## config.mk

```make
export PLATFORM = sky130hd
export DESIGN_NAME = level_pulse_array_flat
export DESIGN_NICKNAME = d
export VERILOG_FILES = /design/src/rtl/level_pulse_array_if.sv /design/src/rtl/level_pulse_array.sv /design/src/flat_wrapper.sv
export SDC_FILE = /design/constraint.sdc
export NUM_CORES = 1
export LEC_CHECK = 0
export BUFFER_PORTS_ARGS = -buffer_cell sky130_fd_sc_hd__buf_2
export CORE_MARGIN = 4
export CORE_UTILIZATION = 60
export DETAILED_ROUTE_END_ITERATION = 7
export GPL_TIMING_DRIVEN = 1
export PLACE_DENSITY = 0.88
export SYNTH_ARGS = -nofsm -noshare
export SYNTH_HDL_FRONTEND = slang
export SYNTH_SLANG_ARGS = --single-unit
```

## constraint.sdc

```tcl
create_clock -name clk -period 2.5 [get_ports clk]
set_input_delay 0.5 -clock clk [delete_from_list [all_inputs] [get_ports clk]]
set_output_delay 0.5 -clock clk [all_outputs]
set_load 0.03 [all_outputs]
```

## src/rtl/level_pulse_array_if.sv

```systemverilog
`default_nettype none
// ============================================================================
// Module   : level_pulse_array_if
// Brief    : Raw-input / debounced-output bundle for level_pulse_array.
// Revision : 1.0 - initial release
// ============================================================================
interface level_pulse_array_if #(
  parameter int CHANNELS = 4
);
  logic [CHANNELS-1:0]   in;
  logic [2*CHANNELS-1:0] edge_mode;
  logic [CHANNELS-1:0]   repeat_en;
  logic [CHANNELS-1:0]   level;
  logic [CHANNELS-1:0]   pulse;

  modport master (output in, edge_mode, repeat_en, input level, pulse);
  modport slave  (input in, edge_mode, repeat_en, output level, pulse);
endinterface
`default_nettype wire

```

## src/rtl/level_pulse_array.sv

```systemverilog
`default_nettype none
// ============================================================================
// Module   : level_pulse_array
// Brief    : Per-channel synchronise, debounce, edge pulse and auto-repeat.
// Revision : 1.0 - initial release
// ============================================================================
module level_pulse_array #(
  parameter int CHANNELS        = 4,
  parameter int SYNC_STAGES     = 2,
  parameter int DEBOUNCE_CYCLES = 4,
  parameter int REPEAT_DELAY    = 8,
  parameter int REPEAT_PERIOD   = 3
) (
  input  wire logic          clk,
  input  wire logic          rst_n,
  level_pulse_array_if.slave bus
);

  localparam int C_DW   = $clog2(DEBOUNCE_CYCLES) + 1;
  localparam int C_RMAX = (REPEAT_DELAY > REPEAT_PERIOD) ? REPEAT_DELAY : REPEAT_PERIOD;
  localparam int C_RW   = $clog2(C_RMAX) + 1;

  localparam logic [C_DW-1:0] C_DEB_LAST    = C_DW'(DEBOUNCE_CYCLES - 1);
  localparam logic [C_RW-1:0] C_DELAY_LAST  = C_RW'(REPEAT_DELAY - 1);
  localparam logic [C_RW-1:0] C_PERIOD_LAST = C_RW'(REPEAT_PERIOD - 1);

  typedef enum logic [1:0] {
    IDLE  = 2'd0,
    HELD  = 2'd1,
    DELAY = 2'd2,
    RPT   = 2'd3
  } state_t;

  genvar gi;
  generate
    for (gi = 0; gi < CHANNELS; gi++) begin : g_chan
      logic [SYNC_STAGES-1:0] r_sync;
      logic [C_DW-1:0]        r_dcnt;
      logic [C_RW-1:0]        r_rcnt;
      logic                   r_level;
      logic                   r_pulse;
      state_t                 r_state;

      logic w_s;
      logic w_accept;
      logic w_rise;
      logic w_fall;
      logic w_mode_rise;
      logic w_mode_fall;
      logic w_rpt_ok;
      logic w_rpt_due;

      assign w_s         = r_sync[SYNC_STAGES-1];
      assign w_accept    = (w_s != r_level) && (r_dcnt == C_DEB_LAST);
      assign w_rise      = w_accept && w_s;
      assign w_fall      = w_accept && !w_s;
      assign w_mode_rise = bus.edge_mode[2*gi];
      assign w_mode_fall = bus.edge_mode[2*gi+1];
      assign w_rpt_ok    = bus.repeat_en[gi] && w_mode_rise;
      assign w_rpt_due   = (r_state == DELAY) ? (r_rcnt == C_DELAY_LAST)
                                              : (r_rcnt == C_PERIOD_LAST);

      always_ff @(posedge clk or negedge rst_n) begin
        if (!rst_n) begin
          r_sync  <= '0;
          r_dcnt  <= '0;
          r_rcnt  <= '0;
          r_level <= 1'b0;
          r_pulse <= 1'b0;
          r_state <= IDLE;
        end else begin
          r_sync  <= {r_sync[SYNC_STAGES-2:0], bus.in[gi]};
          r_pulse <= 1'b0;

          if (w_s == r_level) begin
            r_dcnt <= '0;
          end else if (w_accept) begin
            r_level <= w_s;
            r_dcnt  <= '0;
          end else begin
            r_dcnt <= r_dcnt + 1'b1;
          end

          // A fall always wins: any repeat due this cycle is dropped.
          if (w_fall) begin
            r_state <= IDLE;
            r_rcnt  <= '0;
            r_pulse <= w_mode_fall;
          end else if (w_rise) begin
            r_pulse <= w_mode_rise;
            r_rcnt  <= '0;
            r_state <= w_rpt_ok ? DELAY : HELD;
          end else begin
            case (r_state)
              DELAY, RPT: begin
                if (!w_rpt_ok) begin
                  r_state <= HELD;
                end else if (w_rpt_due) begin
                  r_pulse <= 1'b1;
                  r_state <= RPT;
                  r_rcnt  <= '0;
                end else begin
                  r_rcnt <= r_rcnt + 1'b1;
                end
              end
              default: ;
            endcase
          end
        end
      end

      assign bus.level[gi] = r_level;
      assign bus.pulse[gi] = r_pulse;
    end
  endgenerate

endmodule
`default_nettype wire

```

## src/flat_wrapper.sv

```systemverilog
// flat-port wrapper written by rule: the top's interface ports become plain ports
module level_pulse_array_flat 
#(
  parameter int CHANNELS        = 4,
  parameter int SYNC_STAGES     = 2,
  parameter int DEBOUNCE_CYCLES = 4,
  parameter int REPEAT_DELAY    = 8,
  parameter int REPEAT_PERIOD   = 3
)
  (clk, rst_n, bus_in, bus_edge_mode, bus_repeat_en, bus_level, bus_pulse);
  level_pulse_array_if #(.CHANNELS(CHANNELS)) bus_i ();
  input  wire logic clk;
  input  wire logic rst_n;
  input wire logic [$bits(bus_i.in)-1:0] bus_in;
  input wire logic [$bits(bus_i.edge_mode)-1:0] bus_edge_mode;
  input wire logic [$bits(bus_i.repeat_en)-1:0] bus_repeat_en;
  output wire logic [$bits(bus_i.level)-1:0] bus_level;
  output wire logic [$bits(bus_i.pulse)-1:0] bus_pulse;
  assign bus_i.in = bus_in;
  assign bus_i.edge_mode = bus_edge_mode;
  assign bus_i.repeat_en = bus_repeat_en;
  assign bus_level = bus_i.level;
  assign bus_pulse = bus_i.pulse;
  level_pulse_array #(.CHANNELS(CHANNELS), .SYNC_STAGES(SYNC_STAGES), .DEBOUNCE_CYCLES(DEBOUNCE_CYCLES), .REPEAT_DELAY(REPEAT_DELAY), .REPEAT_PERIOD(REPEAT_PERIOD)) u_core (.clk(clk), .rst_n(rst_n), .bus(bus_i));
endmodule
```

# Yosys cells after proc, flatten, opt, wreduce, memory -nomap -nowiden
# Index checks and enable logic that the tools add are counted.
# totals
elab_cells	188
inputBits	18
memories	0
ff_bits	52
out_inout_bits	8
ramBits	0
latch_bits	0
rom_bits	0
# op_classes
n_mux	76
reduce_logical	44
n_bitwise	4
div	0
order_cmp	0
n_eq_ne	32
addsub	8
n_shift	0
n_mul	0
# op_table
operator	n
4-bit 2-to-1 mux	20
2-bit 2-to-1 mux	24
1-bit 2-to-1 mux	24
3-bit 2-to-1 mux	8
2-bit AND reduction	12
3-bit nonzero test	8
4-bit by 1-bit adder with 4-bit output, second input constant	4
2-bit equality test, second input constant	8
4-bit by 2-bit equality test with 1-bit output, second input constant	4
4-bit by 3-bit equality test with 1-bit output, second input constant	4
1-bit logical AND	16
4-bit by 2-bit inequality test with 1-bit output, second input constant	4
3-bit by 1-bit adder with 3-bit output, second input constant	4
3-bit by 2-bit equality test with 1-bit output, second input constant	4
2-bit OR reduction	4
1-bit equality test	4
1-bit zero test	4
1-bit inequality test	4
1-bit inverter	4

# Depth between registers and ports, before layout
# Gate-level depths: netlist of the first run.
# logic_depth
depth_word	7
mapped_depth	6
depth_no_buf	5

# Least setup slack after synthesis of the first run
# No wires, ideal clock.
# synth_path
kind	register to register
startpoint	reg u_core.g_chan[2].r_dcnt[0]
endpoint	reg u_core.g_chan[2].r_pulse
t_arrival_ps	1369
stages_incl_launch_ff	7
synth_period_minus_slack_ps	1452
setup_slack_ps	1048
required_time_ps	2417
n_path_buf	1
setup_ps	83
path_cell_list	dfrtp_1 ha_1 nor2b_1 buf_2 and3b_1 a211o_1 o21ai_0
# synth_via
elab_chain_cells	5
elab_cells_between_ends	6
classes_between	eq/ne (1); mux (2); reduce/logical (3)
# synth_lines
element	line_no	rtl
start, declared	level_pulse_array.sv:38	logic [C_DW-1:0] r_dcnt;
start signal, assigned	level_pulse_array.sv:81	r_dcnt <= r_dcnt + 1'b1;
3-bit by 2-bit equality test with 1-bit output *	level_pulse_array.sv:54	assign w_accept = (w_s != r_level) && (r_dcnt == C_DEB_LAST);
1-bit logical AND *	level_pulse_array.sv:54	
1-bit logical AND	level_pulse_array.sv:55	assign w_rise = w_accept && w_s;
1-bit 2-to-1 mux	level_pulse_array.sv:89	end else if (w_rise) begin
1-bit 2-to-1 mux *	level_pulse_array.sv:85	if (w_fall) begin
end signal, assigned	level_pulse_array.sv:88	r_pulse <= w_mode_fall;
end signal, assigned	level_pulse_array.sv:90	r_pulse <= w_mode_rise;
end, declared	level_pulse_array.sv:41	logic r_pulse;
# Every way passes the cells marked *; elsewhere a longest branch is shown, timed or not.
# A chain may end at the register's enable or synchronous reset.

# Worst setup path in the final report of the first run
# layout_path
startpoint	reg u_core.g_chan[2].r_dcnt[0]
endpoint	reg u_core.g_chan[2].r_rcnt[0]
# layout_via
elab_chain_cells	5
elab_cells_between_ends	9
classes_between	eq/ne (1); mux (2); reduce/logical (6)
# layout_lines
element	line_no	rtl
3-bit by 2-bit equality test with 1-bit output *	level_pulse_array.sv:54	
1-bit logical AND *	level_pulse_array.sv:54	
1-bit logical AND (on tied branches)	level_pulse_array.sv:56, level_pulse_array.sv:55	
3-bit nonzero test (no line) / 4-bit 2-to-1 mux (equally long branches)	-	
2-bit AND reduction (no line) / 4-bit 2-to-1 mux (equally long branches)	-	
end signal, assigned	level_pulse_array.sv:103	r_rcnt <= r_rcnt + 1'b1;
end, declared	level_pulse_array.sv:39	logic [C_RW-1:0] r_rcnt;
# Marks and branches as above.

==> impl_metrics.yaml, run 1 <==
run_status:
  status: "completed"
timing:
  rsz0062_at_grt: "no"
  fin_crit_ps: 1750
  tightestPinTransition_ps: 573
  post-route-period-util_pct: 69.9
  fin_setup_tns_ps: 0
  relSlewSlack_pct: 61.7
  finalSetupViolCount: 0
  hold_viol: 0
  maxSlewViolCount: 0
  clock_skew_ps: 10.5
  hold_ws_ps: 298
  fmax_mhz: 572
floorplan:
  std_cell_rows: 23
  top_level_ports: 26
  die-area_um2: 5270
  die_h_um: 72.6
  fp.dieW_um: 72.6
  coreArea_um2: 4030
  initial_core_util_pct: 62.1
setup_path:
  reg2reg_slack_ps: 750
  critPathBufInv: 0
  path_class: "reg2reg"
  startpoint_type: "flop"
  crit_arrival_ps: 1950
  critPathSlowestCell: "nor2b_1"
  cpPeakStageDelay_ps: 460
  crit_fanout: 9
  r2r_cells: 5
  end_kind: "flop"
  r2r-end: "u_core.g_chan[2].r_rcnt[0]$_DFFE_PN0P_"
  worst_path_dominant_cell_family: "simple AND/OR/NAND/NOR gates"
  timing.rr.start: "u_core.g_chan[2].r_dcnt[0]$_DFF_PN0_"
  crit_chain: "ha_1 > nor2b_1 > nand2b_1 > and3_1 > a31o_2"
  required_ps: 2700
worst_hold_path:
  hold_class: "in2reg"
  whs_path_depth: 1
  min-delay-start: "bus_in[0]"
  min_to: "u_core.g_chan[0].r_sync[0]$_DFF_PN0_"
detailed_routing:
  viasPerCell: 5.78
  drt-pass1-iter-count: 4
  postRouteAntennaNets: 0
  initialDrtViolationCount: 97
  vias: 1797
  drc_errors: 0
  wl_per_cell_um: 13.4
  drt_wl_total_um: 4160
place:
  io_buffers: 25
  routabilityCongestion: 0.839
  place_hpwl_um: 3080
layout:
  antenna_cells: 0
  final_core_util_pct: 67.5
  layout-drive-gt1-share_pct: 16.5
  final_nets: 286
  area_growth_pct: 8.70
power:
  powerDensity_nw_per_um2: 789
  power.total_mw: 2.15
  p_leak_nw: 1.32
  ir_drop_mv: 0.457
global_routing:
  grt.total_usage_pct: 18.5
  grt_max_degree: 28
  grt_pass1_vias: 1745
  antenna_found_initial: 0
  grt-ovfl-total: 0
  grt_first_pass_wirelength_um: 7690
logic_synthesis:
  avgSynthCellArea_um2: 10.6
  ys_types: 37
  synth-main-ff-cell: "dfrtp_1"
  synthCells: 237
  async_flop_share_pct: 100
  syn_area_um2: 2500
  syn-num-nets: 263
  yosys_warnings: 0
  synth.ff_latch_count: 52
  synth_edf_count: 0
  ys_seq_area_share_pct: 52.0
clocking:
  cts.sinks: 52
  cts_root_buffer: "clkbuf_8"
  clockBufferDepth: 2
  cts_setup_buffers: 0
  insertion_delay_ps: 310
  cts_inserted_buffers: 5
  cts.htree.levels: 2
  cts.clk_slew.worst_paths_ps: 90
  cts_tree: "yes"
run:
  maxCapViolCount: 0
-- flip-flops by register name, indices dropped and copies added (netlist names) --
register and cells:
u_core.g_chan.r_dcnt 12, u_core.g_chan.r_level 4, u_core.g_chan.r_rcnt 16, u_core.g_chan.r_state 8, u_core.g_chan.r_sync 8, u_core.g_chan.r_pulse 4
-- Yosys cell counts, types with 3 or more instances --
library cell   n  area [um2]
nand2b_1       4        25.0
nor2b_1       12        75.1
nor2_1        11        41.3
a31o_2         4        35.0
nand2_1       28         105
mux2i_1        3        30.0
or3b_1         3        26.3
nand3_1       14        70.1
o21ai_0       12        60.1
xnor2_2        3        48.8
nor3_1         5        25.0
or3_1          6        37.5
a211oi_1       4        30.0
o311a_1        3        30.0
a21oi_1       10        50.1
and3_1         8        50.1
or2b_1         3        22.5
nor3b_1       10        75.1
dfrtp_1       52        1300
ha_1           8         100
buf_4         11        82.6
and4b_1        4        40.0
o22ai_1        3        18.8
nand4_1        3        18.8
-- report_power, final --
group / switching [mW] / internal, mW / total [mW]
combinational: 0.288 / 0.249 / 0.537
sequential: 0.130 / 0.984 / 1.11
clock: 0.273 / 0.222 / 0.494
total: 0.691 / 1.45 / 2.15
-- worst max-delay path by stage --
stage / from / to / slack [ps] / cells after the start
floorplan: u_core.g_chan[2].r_dcnt[0]$_DFF_PN0_ / u_core.g_chan[2].r_pulse$_DFF_PN0_ / 1050 / 6
global placement: u_core.g_chan[2].r_dcnt[0]$_DFF_PN0_ / u_core.g_chan[2].r_rcnt[0]$_DFFE_PN0P_ / 870 / 5
detailed placement: u_core.g_chan[2].r_dcnt[0]$_DFF_PN0_ / u_core.g_chan[2].r_rcnt[0]$_DFFE_PN0P_ / 780 / 5
CTS: u_core.g_chan[2].r_dcnt[0]$_DFF_PN0_ / u_core.g_chan[2].r_rcnt[0]$_DFFE_PN0P_ / 770 / 5
global route: u_core.g_chan[2].r_dcnt[0]$_DFF_PN0_ / u_core.g_chan[2].r_rcnt[0]$_DFFE_PN0P_ / 590 / 5
finish: u_core.g_chan[2].r_dcnt[0]$_DFF_PN0_ / u_core.g_chan[2].r_rcnt[0]$_DFFE_PN0P_ / 750 / 5
-- kinds of logic after synthesis --
group | after synthesis | share of synthesized area (%)
xor gates and xnor gates | 4 | 2.30
muxes | 4 | 1.65
DFF | 52 | 52.0
and+or+nand+nor | 114 | 25.5
adders and majority gates | 8 | 4.00
AOI/OAI and AO/OA | 43 | 11.1
buffers and inverters | 12 | 3.50
-- cell type report --
class	count	area (um2)
Clock buffer	6	82.6
Clock inverter	2	10.0
Fill cell	322	1310
Multi-Input combinational cell	173	1110
Sequential cell	52	1300
Tap cell	50	62.6
Timing Repair Buffer	28	150
-- repair_timing --
item | in CTS | in global routing
hold buffers | 1 | 0
hold endpoints to repair | 2 | 0
resized for setup | 0 | 0
setup endpoints to repair | 0 | 0
-- routing by layer --
layer	vias up	wire, um	GRT usage (%)	share of wire, %
met1	859	1990	25.1	48
li1	901	-	-	-
met5	-	0	0	0
met4	0	70	6.76	1.7
met3	8	161	3.72	3.9
met2	29	1940	29.6	47
-- placed cells by master, fill, tap and decap left out, types with 2 or more instances in the layout --
master,instances
nor3_1,5
or3b_1,3
nor3b_1,10
ha_1,8
nand2b_1,4
clkbuf_8,6
and4b_1,4
or2b_1,3
a31o_2,4
a211oi_1,4
nand3_1,14
nor2_1,11
o311a_1,3
xnor2_2,3
dfrtp_1,52
buf_4,2
and3_1,8
mux2i_1,3
nand4_1,3
o21ai_0,12
clkinv_2,2
nor2b_1,12
o22ai_1,3
nand2_1,28
a21oi_1,10
or3_1,6
buf_2,25
-- stage by stage --
step / std cells / setup WS [ps] / area (um2)
after floorplan: 237 / 1050 / 2500
after global routing: 311 / 586 / 2720
after global placement: 302 / 869 / 2620
final: 311 / 753 / 2720
after detailed placement: 302 / 778 / 2620
after CTS: 311 / 767 / 2720
Note: power is estimated with default switching activity, not from simulation.
==> run 2, diff against run 1 <==
--- a/config.mk
+++ b/config.mk
@@ -7,10 +7,10 @@
 export LEC_CHECK = 0
 export BUFFER_PORTS_ARGS = -buffer_cell sky130_fd_sc_hd__buf_2
 export CORE_MARGIN = 4
-export CORE_UTILIZATION = 60
+export CORE_UTILIZATION = 58
 export DETAILED_ROUTE_END_ITERATION = 7
 export GPL_TIMING_DRIVEN = 1
-export PLACE_DENSITY = 0.88
+export PLACE_DENSITY = 0.86
 export SYNTH_ARGS = -nofsm -noshare
 export SYNTH_HDL_FRONTEND = slang
 export SYNTH_SLANG_ARGS = --single-unit
==> constraint.sdc (replaced) <==
create_clock -name clk -period 1.65 [get_ports clk]
set_input_delay 0.33 -clock clk [delete_from_list [all_inputs] [get_ports clk]]
set_output_delay 0.33 -clock clk [all_outputs]
set_load 0.03 [all_outputs]
==> run 2 against run 1 <==
- clock power increased by 72%
- via count up 2.8%
- sequential cell count did not move
- sequential share of layout area shrank 1.0 points
- clock skew is 0.96 ps lower
- non-clock buffer count up 4
- sequential power is 52% higher
- clock-buffer cell count unchanged
- maximum frequency up 14%
- largest cell class unchanged
- highest routed layer unchanged
==> impl_metrics.yaml, run 2 (synthesis gave the netlist of run 1 again) <==
detailed_routing:
  vias: 1848
  drt-pass1-iter-count: 4
  drt_wl_total_um: 4460
  initialDrtViolationCount: 143
  wl_per_cell_um: 14.2
  drc_errors: 0
  postRouteAntennaNets: 0
  viasPerCell: 5.87
setup_path:
  required_ps: 1850
  r2r_cells: 5
  reg2reg_slack_ps: 110
  r2r-end: "u_core.g_chan[2].r_rcnt[0]$_DFFE_PN0P_"
  end_kind: "flop"
  crit_arrival_ps: 1730
  timing.rr.start: "u_core.g_chan[2].r_dcnt[0]$_DFF_PN0_"
  crit_fanout: 6
  path_class: "reg2reg"
  startpoint_type: "flop"
layout:
  layout-drive-gt1-share_pct: 18.5
  antenna_cells: 0
  final_core_util_pct: 68.0
  finalNonFillerCells: 315
  area_growth_pct: 11.1
  layout_common_cells: "52 x dfrtp_1, 28 x nand2_1, 25 x buf_2"
  final_nets: 290
  top_regs: "u_core.g_chan.r_rcnt (16), u_core.g_chan.r_dcnt (12)"
  largest_reg_flops: 16
  layout_commonest_cell: "dfrtp_1"
  top_register: "u_core.g_chan.r_rcnt"
place:
  place_inst: 307
  io_buffers: 25
  place_hpwl_um: 3220
  routabilityCongestion: 0.876
global_routing:
  grt_first_pass_wirelength_um: 7850
  grt_max_degree: 53
  antenna_found_initial: 0
  grt-ovfl-total: 0
  grt.total_usage_pct: 18.7
  grt_pass1_vias: 1836
clocking:
  cts_inserted_buffers: 5
  cts.htree.levels: 2
  cts_setup_buffers: 0
  insertion_delay_ps: 300
  cts.clk_slew.worst_paths_ps: 90
  cts_tree: "yes"
  cts_root_buffer: "clkbuf_8"
  cts.sinks: 52
  clockBufferDepth: 2
timing:
  fin_setup_tns_ps: 0
  tightestPinTransition_ps: 384
  clock_skew_ps: 9.53
  fmax_mhz: 651
  rsz0062_at_grt: "no"
  relSlewSlack_pct: 74.3
  fin_crit_ps: 1540
  hold_viol: 0
  finalSetupViolCount: 0
  maxSlewViolCount: 0
  post-route-period-util_pct: 93.0
floorplan:
  die-area_um2: 5430
  coreArea_um2: 4090
  top_level_ports: 26
  die_h_um: 73.7
  fp.dieW_um: 73.7
  std_cell_rows: 23
  initial_core_util_pct: 61.2
power:
  ir_drop_mv: 0.739
  p_leak_nw: 1.35
  powerDensity_nw_per_um2: 1210
run_status:
  status: "completed"
worst_hold_path:
  hold_class: "in2async"
run:
  maxCapViolCount: 0
==> run 2: critical path, cell delays in order (launching register included) <==
cell      delay, ps
dfrtp_1         370
ha_1            200
nor2b_2         270
nand2b_1        160
and3_1          220
a31o_2          210
==> run 2: layer usage <==
metal  GRT usage, %  share of wire, %
met4           7.44               1.6
met1           22.2                44
met5              0                 0
met2           32.2                50
met3           4.79               3.9
==> run 2: worst max path at each step <==
stage | start | end | slack [ps] | depth (start not counted)
final | u_core.g_chan[2].r_dcnt[0]$_DFF_PN0_ | u_core.g_chan[2].r_rcnt[0]$_DFFE_PN0P_ | 110 | 5
after global routing | u_core.g_chan[0].r_dcnt[0]$_DFF_PN0_ | u_core.g_chan[0].r_state[1]$_DFFE_PN0P_ | 9 | 5
after CTS | u_core.g_chan[2].r_dcnt[0]$_DFF_PN0_ | u_core.g_chan[2].r_rcnt[1]$_DFFE_PN0P_ | 60 | 5
after detailed placement | u_core.g_chan[2].r_dcnt[0]$_DFF_PN0_ | u_core.g_chan[2].r_rcnt[1]$_DFFE_PN0P_ | 70 | 5
after global placement | u_core.g_chan[2].r_dcnt[0]$_DFF_PN0_ | u_core.g_chan[2].r_rcnt[0]$_DFFE_PN0P_ | 170 | 5
after floorplan | u_core.g_chan[2].r_dcnt[0]$_DFF_PN0_ | u_core.g_chan[2].r_pulse$_DFF_PN0_ | 200 | 6
==> run 2: final cells by class <==
class / count / area (um2)
clock buffer: 6 / 72.6
timing repair buffer: 32 / 190
multi-input combinational: 173 / 1120
fill: 299 / 1310
sequential: 52 / 1300
clock inverter: 2 / 35.0
tap: 50 / 62.6
==> run 2: timing repair <==
item | in CTS | in global routing
setup endpoints to repair | 0 | 5
hold buffers | 0 | 0
endpoints found under the hold margin | 0 | 0
resized for setup | 0 | 2
==> run 2: through the flow <==
stage,total power [mW],worst slack [ps],hold slack [ps],area (um2)
floorplan,2.37,198,34.4,2500
global placement,2.50,173,333,2670
detailed placement,2.56,70.7,336,2670
CTS,3.41,60.4,8.47,2780
global route,3.62,8.72,5.92,2780
finish,3.38,115,0.0743,2780
==> run 2: power by group <==
group	internal, mW	switching (mW)	total, mW
logic	0.391	0.445	0.835
registers	1.49	0.200	1.69
clock network	0.450	0.401	0.852
